`src/rtl/cpu_pkg.sv`:
```
// Shared CPU definitions: fetch FSM state encoding and sequential PC step,
// also used by the pc register and the branch unit.
package cpu_pkg;

  localparam int unsigned PC_STEP = 4;

  typedef enum logic [1:0] {
    IDLE  = 2'd0,
    REQ   = 2'd1,
    DRAIN = 2'd2,
    HOLD  = 2'd3
  } fetch_state_e;

endpackage

```
`src/rtl/fetch_unit_if.sv`:
```
// Instruction-memory read port plus the single-entry decode handoff.
interface fetch_unit_if #(
  parameter int unsigned ADDR_W = 32
);

  logic              imem_req;
  logic [ADDR_W-1:0] imem_addr;
  logic              imem_ack;
  logic [31:0]       imem_rdata;
  logic              inst_valid;
  logic [31:0]       inst;
  logic [ADDR_W-1:0] inst_pc;
  logic              inst_ready;

  modport master (
    output imem_req, imem_addr, inst_valid, inst, inst_pc,
    input  imem_ack, imem_rdata, inst_ready
  );

  modport slave (
    input  imem_req, imem_addr, inst_valid, inst, inst_pc,
    output imem_ack, imem_rdata, inst_ready
  );

endinterface

```
`src/rtl/fetch_unit.sv`:
```
// Instruction-fetch controller: next-PC mux, memory request FSM with
// redirect draining, and a one-entry instruction buffer toward decode.
module fetch_unit #(
  parameter int unsigned ADDR_W  = 32,
  parameter int unsigned PC_STEP = cpu_pkg::PC_STEP
) (
  input  logic              clk,
  input  logic              rst,
  input  logic [ADDR_W-1:0] pc,
  output logic [ADDR_W-1:0] npc,
  input  logic              redirect,
  input  logic [ADDR_W-1:0] redirect_target,
  fetch_unit_if.master      bus
);

  import cpu_pkg::*;

  localparam logic [ADDR_W-1:0] STEP = ADDR_W'(PC_STEP);

  fetch_state_e      state_q, state_d;
  logic [ADDR_W-1:0] req_addr_q, req_addr_d;
  logic              imem_req_q, imem_req_d;
  logic              inst_valid_q, inst_valid_d;
  logic [31:0]       inst_q, inst_d;
  logic [ADDR_W-1:0] inst_pc_q, inst_pc_d;
  logic [ADDR_W-1:0] target_aligned;
  logic              unused_tgt_bits;

  assign target_aligned  = {redirect_target[ADDR_W-1:2], 2'b00};
  assign unused_tgt_bits = ^redirect_target[1:0];

  always_comb begin
    npc = pc;
    if (redirect) begin
      npc = target_aligned;
    end else if (state_q == REQ && bus.imem_ack) begin
      npc = pc + STEP;
    end
  end

  // Every entry into REQ captures npc, so req_addr always equals pc during REQ.
  always_comb begin
    state_d      = state_q;
    req_addr_d   = req_addr_q;
    imem_req_d   = imem_req_q;
    inst_valid_d = inst_valid_q;
    inst_d       = inst_q;
    inst_pc_d    = inst_pc_q;
    unique case (state_q)
      IDLE: begin
        state_d    = REQ;
        req_addr_d = npc;
        imem_req_d = 1'b1;
      end
      REQ: begin
        if (bus.imem_ack) begin
          if (redirect) begin
            req_addr_d = npc;
          end else begin
            state_d      = HOLD;
            imem_req_d   = 1'b0;
            inst_d       = bus.imem_rdata;
            inst_pc_d    = req_addr_q;
            inst_valid_d = 1'b1;
          end
        end else if (redirect) begin
          state_d = DRAIN;
        end
      end
      DRAIN: begin
        if (bus.imem_ack) begin
          state_d    = REQ;
          req_addr_d = npc;
        end
      end
      HOLD: begin
        if (redirect || bus.inst_ready) begin
          state_d      = REQ;
          req_addr_d   = npc;
          imem_req_d   = 1'b1;
          inst_valid_d = 1'b0;
        end
      end
      default: state_d = IDLE;
    endcase
  end

  always_ff @(posedge clk) begin
    if (!rst) begin
      state_q      <= IDLE;
      req_addr_q   <= '0;
      imem_req_q   <= 1'b0;
      inst_valid_q <= 1'b0;
      inst_q       <= '0;
      inst_pc_q    <= '0;
    end else begin
      state_q      <= state_d;
      req_addr_q   <= req_addr_d;
      imem_req_q   <= imem_req_d;
      inst_valid_q <= inst_valid_d;
      inst_q       <= inst_d;
      inst_pc_q    <= inst_pc_d;
    end
  end

  assign bus.imem_req   = imem_req_q;
  assign bus.imem_addr  = req_addr_q;
  assign bus.inst_valid = inst_valid_q;
  assign bus.inst       = inst_q;
  assign bus.inst_pc    = inst_pc_q;

endmodule

```
`src/flat_wrapper.sv`:
```
// flat-port wrapper written by rule: the top's interface ports become plain ports
module fetch_unit_flat import cpu_pkg::*;
#(
  parameter int unsigned ADDR_W  = 32,
  parameter int unsigned PC_STEP = cpu_pkg::PC_STEP
)
  (clk, rst, pc, npc, redirect, redirect_target, bus_imem_req, bus_imem_addr, bus_inst_valid, bus_inst, bus_inst_pc, bus_imem_ack, bus_imem_rdata, bus_inst_ready);
  fetch_unit_if #(.ADDR_W(ADDR_W)) bus_i ();
  input  logic clk;
  input  logic rst;
  input  logic [ADDR_W-1:0] pc;
  output logic [ADDR_W-1:0] npc;
  input  logic redirect;
  input  logic [ADDR_W-1:0] redirect_target;
  output wire logic [$bits(bus_i.imem_req)-1:0] bus_imem_req;
  output wire logic [$bits(bus_i.imem_addr)-1:0] bus_imem_addr;
  output wire logic [$bits(bus_i.inst_valid)-1:0] bus_inst_valid;
  output wire logic [$bits(bus_i.inst)-1:0] bus_inst;
  output wire logic [$bits(bus_i.inst_pc)-1:0] bus_inst_pc;
  input wire logic [$bits(bus_i.imem_ack)-1:0] bus_imem_ack;
  input wire logic [$bits(bus_i.imem_rdata)-1:0] bus_imem_rdata;
  input wire logic [$bits(bus_i.inst_ready)-1:0] bus_inst_ready;
  assign bus_imem_req = bus_i.imem_req;
  assign bus_imem_addr = bus_i.imem_addr;
  assign bus_inst_valid = bus_i.inst_valid;
  assign bus_inst = bus_i.inst;
  assign bus_inst_pc = bus_i.inst_pc;
  assign bus_i.imem_ack = bus_imem_ack;
  assign bus_i.imem_rdata = bus_imem_rdata;
  assign bus_i.inst_ready = bus_inst_ready;
  fetch_unit #(.ADDR_W(ADDR_W), .PC_STEP(PC_STEP)) u_core (.clk(clk), .rst(rst), .pc(pc), .npc(npc), .redirect(redirect), .redirect_target(redirect_target), .bus(bus_i));
endmodule
```
`config.mk`:
```
export PLATFORM = sky130hd
export DESIGN_NAME = fetch_unit_flat
export DESIGN_NICKNAME = d
export VERILOG_FILES = /design/src/rtl/cpu_pkg.sv /design/src/rtl/fetch_unit_if.sv /design/src/rtl/fetch_unit.sv /design/src/flat_wrapper.sv
export SDC_FILE = /design/constraint.sdc
export NUM_CORES = 1
export LEC_CHECK = 0
export BUFFER_PORTS_ARGS = -buffer_cell sky130_fd_sc_hd__buf_2
export CELL_PAD_IN_SITES_DETAIL_PLACEMENT = 1
export CELL_PAD_IN_SITES_GLOBAL_PLACEMENT = 1
export CORE_MARGIN = 2
export CORE_UTILIZATION = 30
export DETAILED_ROUTE_END_ITERATION = 16
export MAX_ROUTING_LAYER = met4
export PLACE_DENSITY = 0.83
export RECOVER_POWER = 100
export SLEW_MARGIN = 25
export SYNTH_ARGS = -nofsm -noshare
export SYNTH_HDL_FRONTEND = slang
export SYNTH_SLANG_ARGS = --single-unit
```
`constraint.sdc`:
```
create_clock -name clk -period 5.45 [get_ports clk]
set_clock_uncertainty 0.05 [all_clocks]
set_input_delay 0.8175 -clock clk [delete_from_list [all_inputs] [get_ports clk]]
set_output_delay 0.8175 -clock clk [all_outputs]
set_load 0.05 [all_outputs]
```
[After elaboration in Yosys (flattened, before gate mapping)]
Cells that the tools add are included.
Cells by class
  $add $sub $neg: 1
  equality and inequality tests: 10
  multiplexer cells: 21
  bitwise logic cells: 1
  reductions and logical operators: 10
Operator list (count)
  $mux W32: 6
  $pmux W32 S4: 1
  $add A32 B3 Y32 const B: 1
  $reduce_and A4 Y1: 4
  $mux W2: 5
  $ne A2 B2 Y1 const B: 4
  $pmux W2 S4: 1
  $mux W1: 6
  $ne A3 B3 Y1 const B: 2
  $eq A2 B2 Y1 const B: 2
  $pmux W1 S3: 1
  $reduce_and A3 Y1: 1
  $reduce_bool A3 Y1: 1
  $eq A2 B1 Y1 const B: 1
  $logic_not A2 Y1: 1
  $ne A2 B1 Y1 const B: 1
  $pmux W1 S2: 1
  $reduce_bool A2 Y1: 1
  $logic_and A1 B1 Y1: 1
  $logic_or A1 B1 Y1: 1
  $not A1 Y1: 1
Word-level totals
  flip-flop bits (word level): 100
  output and inout bits: 130

[Longest topological paths before layout]
Gate-level depths: netlist of run 1.
  depth after elaboration: 7
  gate-level depth with buffers: 8

[Worst setup path after synthesis of run 1]
Ideal clock, no wire load.
  path kind: input-to-output
  from: input port bus_imem_ack
  to: output port npc[20]
  arrival: 2.827 ns
  data required time: 4.583 ns
  path slack: 1.755 ns
  stages on the path: 5
  path buffers: 1
  path through: buf_2 > nand4b_1 > or3_1 > or3_1 > a31oi_1
On the way
  word-level cells in the longest chain between the ends: 3
Ends and longest elaborated chain
  from (decl): RTL line flat_wrapper.sv:20  | input wire logic [$bits(bus_i.imem_ack)-1:0] bus_imem_ack;
  $logic_and A1 B1 Y1: RTL line fetch_unit.sv:36  | end else if (state_q == REQ && bus.imem_ack) begin
  $mux W32: RTL line fetch_unit.sv:36
  $mux W32: RTL line fetch_unit.sv:34  | if (redirect) begin
  to (decl): RTL line flat_wrapper.sv:12  | output logic [ADDR_W-1:0] npc;
Every way passes these cells.

[Worst setup path in the final report of run 1]
  from: input port bus_imem_ack
  to: output port npc[26]
Same word-level chain as after synthesis.

==> results of run 1 <==
[how the worst max path moves through the flow]
stage	from	to	slack [ns]	cells after the start
floorplan	bus_imem_ack	npc[20]	1.76	5
global placement	pc[5]	npc[28]	1.68	7
detailed placement	bus_imem_ack	npc[26]	1.63	7
CTS	pc[5]	npc[28]	1.61	7
global route	bus_imem_ack	npc[31]	0.86	8
finish	bus_imem_ack	npc[26]	1.11	7
[metal layers]
layer  part of all wire  vias up  routed length [um]  GRT usage
li1                   -     2536                   -          -
met1               0.46     2455                7776     0.2499
met2               0.46      167                7761     0.3221
met3              0.053       25                 884    0.03992
met4              0.023        0                 388    0.07033
met5                  0        -                   0          -
[worst max-delay path, stage by stage]
cell and delay, ns:
clkbuf_1 0.42, nand4b_1 0.43, nor3_1 0.67, nand3_1 0.17, mux2_2 0.33, nor2b_1 0.12
clkbuf_1 0.50
[through the flow]
step                        util  worst slack (ns)  hold slack [ns]
final                     0.4006             1.107           0.4060
after global routing      0.4006            0.8629           0.4253
after CTS                 0.4110             1.614           0.4047
after global placement    0.3916             1.675           0.3888
after floorplan                -             1.755           0.6254
after detailed placement  0.3921             1.630           0.3940
[registers in the layout, summed over array words and instances, names as in the netlist]
signal and count:
u_core.bus.imem_req 1, u_core.bus.inst_valid 1, u_core.bus.imem_addr 32, u_core.state_q 2, u_core.bus.inst 32, u_core.bus.inst_pc 32
[synth_stat cells, types with 5 or more instances]
cell type | number | share of area
a21oi_1 | 84 | 0.090
a31o_2 | 10 | 0.019
a31oi_1 | 12 | 0.016
and3_1 | 12 | 0.016
buf_1 | 12 | 0.0097
clkbuf_1 | 32 | 0.026
dfxtp_1 | 100 | 0.43
inv_1 | 9 | 0.0072
mux2_2 | 9 | 0.022
nand2_1 | 171 | 0.14
nand3_1 | 38 | 0.041
nand4_1 | 6 | 0.0081
nor2_1 | 21 | 0.017
nor2b_1 | 8 | 0.011
nor3_1 | 8 | 0.0086
nor4_1 | 5 | 0.0067
o211ai_1 | 5 | 0.0081
o21ai_0 | 18 | 0.019
o31ai_1 | 6 | 0.0097
or4_1 | 5 | 0.0081
xnor2_1 | 11 | 0.021
xor2_1 | 7 | 0.013
[placed cells by master, fill, tap and decap left out, types with 7 or more instances in the layout]
| master | instances |
|---|---|
| nand2_1 | 171 |
| clkbuf_1 | 133 |
| dfxtp_1 | 100 |
| buf_2 | 99 |
| a21oi_1 | 84 |
| nand3_1 | 37 |
| nor2_1 | 20 |
| o21ai_0 | 18 |
| and3_1 | 12 |
| a31oi_1 | 12 |
| xnor2_1 | 11 |
| a31o_2 | 10 |
| inv_1 | 9 |
| clkbuf_16 | 9 |
| nor3_1 | 8 |
| nor2b_1 | 8 |
| mux2_2 | 8 |
| xor2_1 | 7 |
[power breakdown]
part / internal [mW] / leakage (nW) / switching, mW
combinational: 0.109 / 1.32 / 0.357
sequential: 0.769 / 0.816 / 0.0323
clock: 0.319 / 0.136 / 0.303
[final cells by class]
type	count	area (um2)
Fill cell	2001	9112
Inverter	10	37.54
Tap cell	188	235.2
Clock buffer	10	229.0
Multi-Input combinational cell	463	2466
Sequential cell	100	2002
Clock inverter	6	58.81
Timing Repair Buffer	238	1061
[logic make-up after synthesis]
family,synth area share
xor gates and xnor gates,0.03383
muxes,0.02604
AOI/OAI and AO/OA,0.1788
and+or+nand+nor,0.2835
adders and majority gates,0.002684
DFF,0.4295
buffers and inverters,0.04564
==> impl_metrics.yaml, run 1 <==
sta:
  fin_crit_sh: 0.7969
  hold_viol: 0
  max_freq_mhz: 230.3
  worst_slew_pin_slew_ns: 1.731
  setup-tns-final_ns: 0
  period_minus_slack_ns: 4.343
  finalSetupViolCount: 0
  rsz0062_at_grt: "false"
  slew_viol_final: 18
  relSlewSlack: -0.1539
die:
  row_count: 45
  die_h_um: 128.6
  io_pins: 231
  initial_core_util: 0.3066
  die_w_um: 128.6
  coreArea_um2: 15200
  dieArea_um2: 16550
placement:
  place_congestion: 0.8078
  placed_cells: 998
  io_buffers: 228
  place_area_um2: 5961
  hpwlAfterDp_um: 12400
clocking:
  post_cts_resized: 0
  cts_buffers: 9
  clkLatencyLatePin_ns: 0.35
  htreeDepth: 3
  cts.sinks: 100
  cts_buffer_depth: 2
  cts_tree: "built"
  clk_root_buffer_cell: "clkbuf_16"
  post_cts_buffers: 0
  hold_buffers: 0
  path_clk_slew_ns: 0.07
yosys:
  yosysWarnings: 0
  yosysSeqAreaShare: 0.4295
  synthesis.area_um2: 4661
  syn-num-nets: 721
  avgSynthCellArea_um2: 7.529
  ys_ff_latch: 100
  yosysUniqueCellTypes: 44
  async_reset_ff_frac: 0
  synth-edff-count: 0
  synthCells: 619
  synth-main-ff-cell: "dfxtp_1"
worst_setup_path:
  worst_r2r_endpoint: "u_core.bus.imem_addr[28]"
  r2r_start: "u_core.state_q[1]"
  crit_fanout: 10
  r2r_cells: 6
  critPathCaptureType: "output pin"
  required_ns: 4.58
  arrival_ns: 3.48
  critPathKind: "in -> out"
  worst_setup_path_start_kind: "input port"
  reg2reg_slack_ns: 2.57
drt:
  dr.pass1.iters: 4
  ant_nets: 0
  wirelength_um: 16810
  drc: 0
  viasPerCell: 5.106
  routedWlPerCell_um: 16.56
  vias: 5183
  drtIter0Drc: 211
run_status:
  status: "finished with violations"
  violations: "max-capacitance violations, max-slew violations"
min_path:
  hold_end: "u_core.bus.inst[12]"
  hp-start: "u_core.bus.inst[12]"
  min-delay-path-class: "reg -> reg"
  hold_depth: 2
final_layout:
  drive_gt1_frac: 0.1753
  nNetsFinal: 924
  final_cells: 1015
  final_cell_area_um2: 6090
  diodes: 0
  area_growth_pct: 30.66
power:
  irDropWorstVdd_mv: 0.1343
  power_mw: 1.889
  p_per_area_nw_per_um2: 310.2
  power_leakage_nw: 2.274
global_route:
  grt_pass1_wl_um: 25470
  grt_pass1_vias: 4900
  grt_overflow: 0
  grt_max_degree: 52
  grtUsageTotal: 0.2000
  grt_antenna_before_repair: 0
job:
  drv_cap: 1
Power figures use the tool's default switching activity.
==> inputs of run 2 (changes only) <==
Clock period 5.45 ns to 4.4 ns, I/O delays scaled along.
==> impl_metrics.yaml, run 2 (same netlist as run 1, synthesis figures left out) <==
clocking:
  htreeDepth: 3
  cts_buffers: 9
  cts.sinks: 100
  clkLatencyLatePin_ns: 0.35
  cts_buffer_depth: 2
  post_cts_resized: 0
  cts_tree: "built"
  post_cts_buffers: 0
  clk_root_buffer_cell: "clkbuf_16"
  hold_buffers: 0
  path_clk_slew_ns: 0.08
sta:
  max_freq_mhz: 257.3
  rsz0062_at_grt: "false"
  relSlewSlack: -0.1024
  fin_crit_sh: 0.8831
  finalSetupViolCount: 0
  slew_viol_final: 20
  hold_viol: 0
  period_minus_slack_ns: 3.886
  whs_ns: 0.4047
  worst_slew_pin_slew_ns: 1.654
  setup-tns-final_ns: 0
drt:
  wirelength_um: 16840
  ant_nets: 0
  wl_met1_um: 7771
  routedWlPerCell_um: 16.56
  drc: 0
  dr.pass1.iters: 4
  vias: 5166
  routed-wl-met3_um: 1014
  drtIter0Drc: 200
  met2WireLength_um: 7714
  highest_layer: "met4"
  viasPerCell: 5.080
worst_setup_path:
  critPathKind: "in -> out"
  arrival_ns: 3.18
  worst_setup_path_start_kind: "input port"
  critPathCaptureType: "output pin"
  crit_fanout: 25
  required_ns: 3.69
die:
  die_h_um: 128.6
  io_pins: 231
  initial_core_util: 0.3066
  die_w_um: 128.6
  row_count: 45
  coreArea_um2: 15200
  dieArea_um2: 16550
min_path:
  min-delay-path-class: "reg -> reg"
power:
  power_leakage_nw: 2.276
  p_per_area_nw_per_um2: 385.0
  irDropWorstVdd_mv: 0.1713
  power_mw: 2.335
final_layout:
  drive_gt1_frac: 0.1797
  layout_common_cells: "nand2_1 (171), clkbuf_1 (131), buf_2 (101)"
  area_growth_pct: 30.15
  diodes: 0
  final_common_cell: "nand2_1"
  nNetsFinal: 926
placement:
  hpwlAfterDp_um: 12320
  place_congestion: 0.8590
  io_buffers: 228
global_route:
  grt_antenna_before_repair: 0
  grtUsageTotal: 0.2006
  grt_overflow: 0
  grt_pass1_wl_um: 25360
  grt_pass1_vias: 4817
  grt_max_degree: 66
run_status:
  status: "finished with violations"
  violations: "max-capacitance violations, max-slew violations"
job:
  drv_cap: 1
==> run 2: report_power, final <==
group,switching [mW],internal (mW),total (mW)
clock network,0.379,0.395,0.774
logic,0.440,0.131,0.570
registers,0.0388,0.952,0.991
total,0.857,1.48,2.34
==> run 2: path summary, 6_finish.rpt <==
| check | from | endpoint | slack, ns | cells after the start |
|---|---|---|---|---|
| worst min register to register | u_core.bus.inst_pc[12] | u_core.bus.inst_pc[12] | 0.40 | 2 |
| worst min-delay path | u_core.bus.inst_pc[12] | u_core.bus.inst_pc[12] | 0.40 | 2 |
| worst max-delay path | redirect | npc[30] | 0.51 | 7 |
| worst max register to register | u_core.state_q[1] | u_core.bus.imem_addr[27] | 1.39 | 6 |
==> run 2: metal layers <==
layer / vias up / track usage
li1: 2542 / -
met1: 2432 / 0.2566
met2: 173 / 0.3187
met3: 19 / 0.04574
met4: 0 / 0.05627
met5: - / -
==> run 2: metrics by stage <==
stage,setup WS [ns],instance area (um2),instances,util
after detailed placement,0.9328,5976,1001,0.3931
after CTS,0.8369,6260,1017,0.4118
final,0.5142,6066,1017,0.3990
after floorplan,1.020,4661,619,-
after global routing,0.3076,6066,1017,0.3990
after global placement,0.9638,5976,1001,0.3931
==> run 2: area by class of cell <==
cell class / count / area (um2)
sequential: 100 / 2002
multi-input combinational: 463 / 2451
tap: 188 / 235.2
fill: 2048 / 9136
clock inverter: 6 / 55.05
inverter: 10 / 37.54
clock buffer: 10 / 229.0
timing repair buffer: 240 / 1056
==> run 2: critical path, cell delays in order <==
cell	delay (ns)
clkbuf_1	0.89
clkinv_1	0.23
clkbuf_1	0.49
nand2_1	0.19
a41oi_1	0.06
a211o_1	0.33
clkbuf_1	0.31
==> inputs of run 3 (changes only) <==
Settings changed: CTS_BUF_LIST from default to sky130_fd_sc_hd__clkbuf_8.
==> impl_metrics.yaml, run 3 (same netlist as run 1, synthesis figures left out) <==
run_status:
  status: "finished with violations"
  violations: "max-capacitance violations, max-slew violations"
final_layout:
  drive_gt1_frac: 0.1797
  final_common_cell: "nand2_1"
  final_cells: 1017
  diodes: 0
  layout_common_cells: "nand2_1 (171), clkbuf_1 (130), buf_2 (101)"
  nNetsFinal: 926
  area_growth_pct: 27.97
  nFillCells: 2064
global_route:
  grt_max_degree: 66
  grt_overflow: 0
  grt_pass1_vias: 4810
  grt_antenna_before_repair: 0
  grtUsageTotal: 0.2006
  grt_pass1_wl_um: 25320
sta:
  setup-tns-final_ns: 0
  hold_viol: 0
  finalSetupViolCount: 0
  whs_ns: 0.4081
  max_freq_mhz: 258.6
  fin_crit_sh: 0.8790
  period_minus_slack_ns: 3.868
  worst_slew_pin_slew_ns: 1.649
  slew_viol_final: 20
  relSlewSlack: -0.09909
  rsz0062_at_grt: "false"
die:
  coreArea_um2: 15200
  dieArea_um2: 16550
  row_count: 45
  die_h_um: 128.6
  die_w_um: 128.6
  initial_core_util: 0.3066
  io_pins: 231
power:
  p_switching_uw: 833.6
  seq_power_share: 0.465
  swShare: 0.3911
  p_int_mw: 1.298
  irDropWorstVdd_mv: 0.1639
  clock_power_share: 0.268
  p_per_area_nw_per_um2: 357.4
  power_leakage_nw: 2.234
  p_comb_frac: 0.268
clocking:
  cts.sinks: 100
  cts_buffer_depth: 2
  clkLatencyLatePin_ns: 0.38
  hold_buffers: 0
  cts_buffers: 9
  cts_tree: "built"
  path_clk_slew_ns: 0.11
  post_cts_resized: 0
  htreeDepth: 3
  post_cts_buffers: 0
  clk_root_buffer_cell: "clkbuf_8"
worst_setup_path:
  required_ns: 3.69
  critPathKind: "in -> out"
  arrival_ns: 3.16
  critPathCaptureType: "output pin"
  crit_fanout: 25
  worst_setup_path_start_kind: "input port"
drt:
  ant_nets: 0
  viasPerCell: 5.088
  routedWlPerCell_um: 16.52
  drtIter0Drc: 243
  dr.pass1.iters: 4
  vias: 5175
  drc: 0
  wirelength_um: 16800
min_path:
  min-delay-path-class: "reg -> reg"
placement:
  io_buffers: 228
  hpwlAfterDp_um: 12320
  place_congestion: 0.8590
  placed_cells: 1001
job:
  drv_cap: 1
==> run 3: cell types whose count changed in the layout (fill, tap and decap cells not counted) <==
cell,previous run,this run
inv_1,8,9
clkbuf_8,0,9
clkbuf_1,131,130
clkbuf_16,9,0
==> run 3: critical path, cell delays in order <==
cell and delay (ns):
clkbuf_1 0.87, clkinv_1 0.23, clkbuf_1 0.49, nand2_1 0.20, a41oi_1 0.06, a211o_1 0.34, clkbuf_1 0.31
==> run 3: power groups by stage <==
stage	Sequential, mW	Clock, mW	Combinational [mW]
2_1_floorplan	1.16	0	0.257
5_1_grt	0.998	0.628	0.609
3_5_place_dp	1.01	0	0.595
3_3_place_gp	1.01	0	0.590
4_1_cts	0.991	0.597	0.596
6_report	0.991	0.570	0.571
==> run 3: stage by stage <==
| stage | total power [mW] | setup WS, ns | cell area, um2 | utilization |
|---|---|---|---|---|
| final | 2.132 | 0.5324 | 5964 | 0.3923 |
| after floorplan | 1.413 | 1.020 | 4661 | - |
| after global placement | 1.600 | 0.9638 | 5976 | 0.3931 |
| after global routing | 2.236 | 0.2746 | 5964 | 0.3923 |
| after CTS | 2.184 | 0.7806 | 6158 | 0.4051 |
| after detailed placement | 1.607 | 0.9328 | 5976 | 0.3931 |
==> run 3: path summary, 6_finish.rpt <==
path | start | endpoint | slack (ns) | cells past startpoint
worst min-delay path | u_core.bus.inst_pc[12] | u_core.bus.inst_pc[12] | 0.41 | 2
worst max-delay path | redirect | npc[30] | 0.53 | 7
worst min register to register | u_core.bus.inst_pc[12] | u_core.bus.inst_pc[12] | 0.41 | 2
worst max register to register | u_core.state_q[1] | u_core.bus.imem_addr[27] | 1.38 | 6
==> run 3: final cells by class <==
class | count | area, um2 | area share
inverter | 10 | 37.54 | 0.006293
timing repair buffer | 240 | 1056 | 0.1771
clock inverter | 7 | 58.81 | 0.009859
tap | 188 | 235.2 | 0.03944
multi-input combinational | 463 | 2451 | 0.4110
sequential | 100 | 2002 | 0.3356
clock buffer | 9 | 123.9 | 0.02077
==> run 3: routing by layer <==
layer	up-vias	wire length (um)	track usage	share of wire
li1	2541	-	-	-
met1	2425	7682	0.2571	0.46
met2	188	7644	0.3168	0.46
met3	21	1116	0.04491	0.066
met4	0	352	0.06010	0.021
met5	-	0	-	0
